**src/rtl/mute_ramp_ctrl.sv**
```systemverilog
// Click-free mute sequencer: zero-crossing wait then linear gain ramp on the sample path.
// Optional zero-crossing wait states are built when MUTE_ZC_WAIT_EN is defined.
module mute_ramp_ctrl #(
    parameter int unsigned RAMP_LEN_LOG2 = 6,
    parameter int unsigned ZC_TIMEOUT    = 480
) (
    input  logic               clk_48,
    input  logic               reset,
    input  logic               mute,
    input  logic signed [15:0] muteIn,
    output logic signed [15:0] muteOut,
    output logic               muted,
    output logic               busy
);

    localparam int unsigned L  = RAMP_LEN_LOG2;
    localparam int unsigned PW = 18 + L;
    localparam logic [L:0] G_ONE = {{L{1'b0}}, 1'b1};
    localparam logic [L:0] G_TOP = {1'b0, {L{1'b1}}};

    typedef enum logic [2:0] {
        MUTED    = 3'd0,
        UNMUTED  = 3'd1,
        RAMP_DN  = 3'd2,
        RAMP_UP  = 3'd3
`ifdef MUTE_ZC_WAIT_EN
        ,
        WAIT_DN  = 3'd4,
        WAIT_UP  = 3'd5
`endif
    } state_t;

    state_t      state, state_n;
    logic [L:0]  g, g_n;
    logic        muted_n, busy_n;

    logic signed [PW-1:0] in_ext, g_ext, prod;

`ifdef MUTE_ZC_WAIT_EN
    localparam int unsigned WC_W = $clog2(ZC_TIMEOUT + 1);
    logic [WC_W-1:0] wc, wc_n;
    logic            prev_sign;
    logic            zc, tmo;

    // Only the sign of the previous sample matters for crossing detection.
    assign zc  = (muteIn == '0) || (muteIn[15] != prev_sign);
    assign tmo = (wc == WC_W'(ZC_TIMEOUT - 1));
`endif

    always_comb begin
        in_ext = {{(PW-16){muteIn[15]}}, muteIn};
        g_ext  = {{(PW-L-1){1'b0}}, g};
        prod   = in_ext * g_ext;
    end

    always_comb begin
        state_n = state;
        g_n     = g;
`ifdef MUTE_ZC_WAIT_EN
        wc_n    = wc;
`endif
        case (state)
            UNMUTED: begin
                if (mute) begin
`ifdef MUTE_ZC_WAIT_EN
                    state_n = WAIT_DN;
                    wc_n    = '0;
`else
                    state_n = RAMP_DN;
`endif
                end
            end
`ifdef MUTE_ZC_WAIT_EN
            WAIT_DN: begin
                if (!mute)           state_n = UNMUTED;
                else if (zc || tmo)  state_n = RAMP_DN;
                else                 wc_n    = wc + WC_W'(1);
            end
            WAIT_UP: begin
                if (mute)            state_n = MUTED;
                else if (zc || tmo)  state_n = RAMP_UP;
                else                 wc_n    = wc + WC_W'(1);
            end
`endif
            // A direction change holds g for that cycle instead of stepping.
            RAMP_DN: begin
                if (!mute) begin
                    state_n = RAMP_UP;
                end else begin
                    g_n = g - G_ONE;
                    if (g == G_ONE) state_n = MUTED;
                end
            end
            MUTED: begin
                if (!mute) begin
`ifdef MUTE_ZC_WAIT_EN
                    state_n = WAIT_UP;
                    wc_n    = '0;
`else
                    state_n = RAMP_UP;
`endif
                end
            end
            RAMP_UP: begin
                if (mute) begin
                    state_n = RAMP_DN;
                end else begin
                    g_n = g + G_ONE;
                    if (g == G_TOP) state_n = UNMUTED;
                end
            end
            default: begin
                state_n = MUTED;
                g_n     = '0;
            end
        endcase
        muted_n = (state_n == MUTED);
        busy_n  = (state_n != MUTED) && (state_n != UNMUTED);
    end

    always_ff @(posedge clk_48) begin
        if (reset) begin
            state   <= MUTED;
            g       <= '0;
            muteOut <= '0;
            muted   <= 1'b1;
            busy    <= 1'b0;
`ifdef MUTE_ZC_WAIT_EN
            wc        <= '0;
            prev_sign <= 1'b0;
`endif
        end else begin
            state   <= state_n;
            g       <= g_n;
            muteOut <= 16'(prod >>> L);
            muted   <= muted_n;
            busy    <= busy_n;
`ifdef MUTE_ZC_WAIT_EN
            wc        <= wc_n;
            prev_sign <= muteIn[15];
`endif
        end
    end

endmodule

```
**config.mk**
```make
export PLATFORM = sky130hd
export DESIGN_NAME = mute_ramp_ctrl
export DESIGN_NICKNAME = d
export VERILOG_FILES = /design/src/rtl/mute_ramp_ctrl.sv
export SDC_FILE = /design/constraint.sdc
export NUM_CORES = 1
export LEC_CHECK = 0
export CAP_MARGIN = 5
export CORE_UTILIZATION = 30
export DETAILED_ROUTE_END_ITERATION = 8
export PLACE_DENSITY = 0.59
export SYNTH_ARGS = -nofsm -noshare
export SYNTH_HDL_FRONTEND = slang
export SYNTH_SLANG_ARGS = --single-unit
export TNS_END_PERCENT = 100
```
**constraint.sdc**
```tcl
create_clock -name clk_48 -period 4.8 [get_ports clk_48]
set_input_delay 0.72 -clock clk_48 [delete_from_list [all_inputs] [get_ports clk_48]]
set_output_delay 0.72 -clock clk_48 [all_outputs]
set_load 0.03 [all_outputs]
```
==> out/qor.csv, run 1 <==
stage;metric;value;unit
drt;Iter 0 DRT Violations;97;
clocking;Num CTS Buffers;3;
grt;largest net degree at the start of global routing;22;
floorplan;Core ar.;15830;µm²
setup_path;Critical Setup Path Class;input port to register;
drt;Vias/cell;4.505;
grt;initial antenna violation count;0;
sta;Setup Skew;6.072;ps
logic_synthesis;Mapped Area;4845;µm²
logic_synthesis;distinct cell type count after synthesis;51;
logic_synthesis;largest cells by area after synthesis;fa_1, dfxtp_1, ha_1;
logic_synthesis;most frequent cell after synthesis;inv_1;
placement;IO Port Bufs;36;
power;VDD IR-drop max;0.1333;mV
logic_synthesis;Syn Area/Cell;8.906;µm²
power;pwr/cell area;101.3;nW/µm²
setup_path;crit end category;register;
layout;final instance area;6294;µm²
floorplan;# IOs;37;
clocking;# H-tree levels;1;
grt;first-pass GRT wire length;19730;µm
drt;Antenna Nets Post-Route;0;
setup_path;Reg2Reg Setup Slack;220;ps
run_status;status;completed;
layout;fill cell count;1576;
clocking;CTS Hold Bufs;0;
setup_path;Buffers & Inverters on Critical Path;4;
clocking;clk slew on worst S/H paths;70;ps
logic_synthesis;Post-synth top flop;dfxtp_1;
hold_path;Worst Hold Class;register to register;
setup_path;Critical Path AT;4850;ps
logic_synthesis;EDFF count, synth;0;
clocking;CTS tree;built;
placement;Detailed Place HPWL;9421;µm
logic_synthesis;flops & latches, synth;28;
floorplan;Die Y-Extent;129.1;µm
drt;DRC violations left;0;
sta;Finish-stage setup viols;0;
setup_path;crit-path cells;clkbuf_2, buf_6, nand2_2, fa_2, inv_1, fa_2, fa_1, fa_1, ha_2, a2111oi_4, o31ai_4, a21oi_2, a211oi_2, buf_4, a211oi_4, mux2_4;
drt;DR WL/cell;13.05;µm
placement;placed cell areas;5957;µm²
layout;n_diodes;0;
sta;FMAX;212.9;MHz
logic_synthesis;synth cell count leaders;inv_1, and2_1, fa_1, ha_1, nand2_1;
clocking;clk sinks;28;
floorplan;Initial Utilization;30.61;%
floorplan;row count;46;
sta;Max-slew headroom;47.15;%
placement;RD Place Congestion;0.8335;
logic_synthesis;Async SR Flop Fraction;0;%
setup_path;CP Max Fanout;5;
grt;number of global-route vias before repair;4278;
layout;layout cells sized above 1;23.64;%
drt;drt total wl;11210;µm
setup_path;Largest stage delay, worst path;580;ps
floorplan;full die area;16660;µm²
logic_synthesis;leading area contributor after synthesis;fa_1;
sta;setup ws final;102.0;ps
sta;Tmin final;4698;ps
floorplan;die width;129.1;µm
layout;final net count;788;
sta;Max Slew Vio Count;0;
setup_path;slowest stage cell on the critical path;fa_2;
job;Max Cap Violations;0;
logic_synthesis;Synth top area share;33.06;%
setup_path;CP Data Required Time;4950;ps
sta;Worst-Margin Slew;790.3;ps
drt;First-pass DRT Iterations;4;
drt;vias post-DR;3870;
placement;Place WS;-656.8;ps
setup_path;Startpoint Class;input port;
grt;GRT Resource Usage Total;14.88;%
power;leakage;0.003047;µW
logic_synthesis;register area share after synthesis;11.57;%
logic_synthesis;Synth warnings;0;
clocking;Root Driver;clkbuf_16;
clocking;clock tree buffer depth;2;
logic_synthesis;net count after synthesis;687;
setup_path;Top Family by Delay on Critical Path;adder cells;
sta;Fin. Hold Viols;0;
grt;Congestion Overflow GR;0;
layout;Area growth syn-to-layout;29.91;%
sta;Tcrit/Tclk final;97.87;%
clocking;clock latency on the worst-skew pair;260;ps
logic_synthesis;Syn Inst Count;544;
-- layout make-up --
class	instances	area (µm²)	area share, %
sequential	28	569.3	9.046
tap	216	270.3	4.294
inverter	105	394.1	6.262
multi-input combinational	394	4096	65.09
clock buffer	3	75.07	1.193
timing repair buffer	113	888.4	14.12
-- logic make-up after synthesis --
logic type | Yosys count | synth area share [%]
AO/OA/AOI/OAI | 60 | 8.678
XOR/XNOR | 21 | 3.797
adder cells (fa/ha/maj) | 124 | 44.42
AND/OR/NAND/NOR | 184 | 21.02
flip-flops | 28 | 11.57
multiplexers | 4 | 0.9297
other | 1 | 0.07741
buffers and inverters | 122 | 9.504
-- where the power goes --
group,switching (µW),leakage (µW),internal (µW)
Combinational,110,0.00278,95.0
Clock,74.3,0.0000370,110
Sequential,6.93,0.000230,241
Total,192,0.00305,446
-- layer usage --
| metal | up-vias | share of wire (%) | GRT usage [%] |
|---|---|---|---|
| met1 | 1938 | 45 | 18.55 |
| met4 | 0 | 1.0 | 3.460 |
| met2 | 47 | 52 | 27.54 |
| met3 | 8 | 2.2 | 1.528 |
| li1 | 1877 | - | - |
| met5 | - | 0 | 0 |
-- registers in the layout (all words and copies together) (netlist names) --
register  count
muteOut      16
muted         1
busy          1
g             7
state         3
-- worst paths after layout --
kind,start,to,cells after the start
setup / recovery,muteIn[11],muteOut[14],16
hold / removal,state[1],state[1],2
setup reg to reg,g[6],muteOut[14],16
hold reg to reg,state[1],state[1],2
-- cell usage in the layout, fill, tap and decap left out, types with 9 or more instances in the layout --
master,synthesis,final
ha_1,44,34
dfxtp_1,28,25
a21oi_1,22,17
inv_1,105,102
ha_4,0,9
nand2_1,32,29
xnor2_1,18,18
clkbuf_2,0,10
buf_4,0,75
fa_1,80,72
and2_1,85,82
clkdlybuf4s50_1,0,21
nor2_1,27,26
-- what timing repair did --
item                                    in CTS  in global routing
gates resized for setup                     49                 56
endpoints found under the setup margin       9                  6
pin swaps                                   14                 33
buffers inserted                             0                  4
-- stage by stage --
stage | setup TNS [ps] | util (%) | cells | hold slack (ps) | power (µW)
3_5_place_dp | -5149 | 37.64 | 852 | 580.0 | 448.8
6_report | 0 | 39.76 | 859 | 592.8 | 637.8
4_1_cts | 0 | 39.10 | 855 | 588.1 | 645.1
3_3_place_gp | -4744 | 37.64 | 852 | 580.3 | 444.9
2_1_floorplan | 0 | - | 544 | 533.8 | 357.9
5_1_grt | -73.77 | 39.76 | 859 | 619.5 | 682.3
-- worst min-delay path, stage by stage (launching register included) --
cell and delay, ps:
dfxtp_1 350, o31ai_1 100, a221oi_1 80
No activity file was read; power rests on OpenSTA's default activity.
==> inputs of run 2 (changes only) <==
- SLEW_MARGIN: unset -> 20
==> results of run 2 <==
The final DEF is identical to that of run 1; final timing and power are the same.
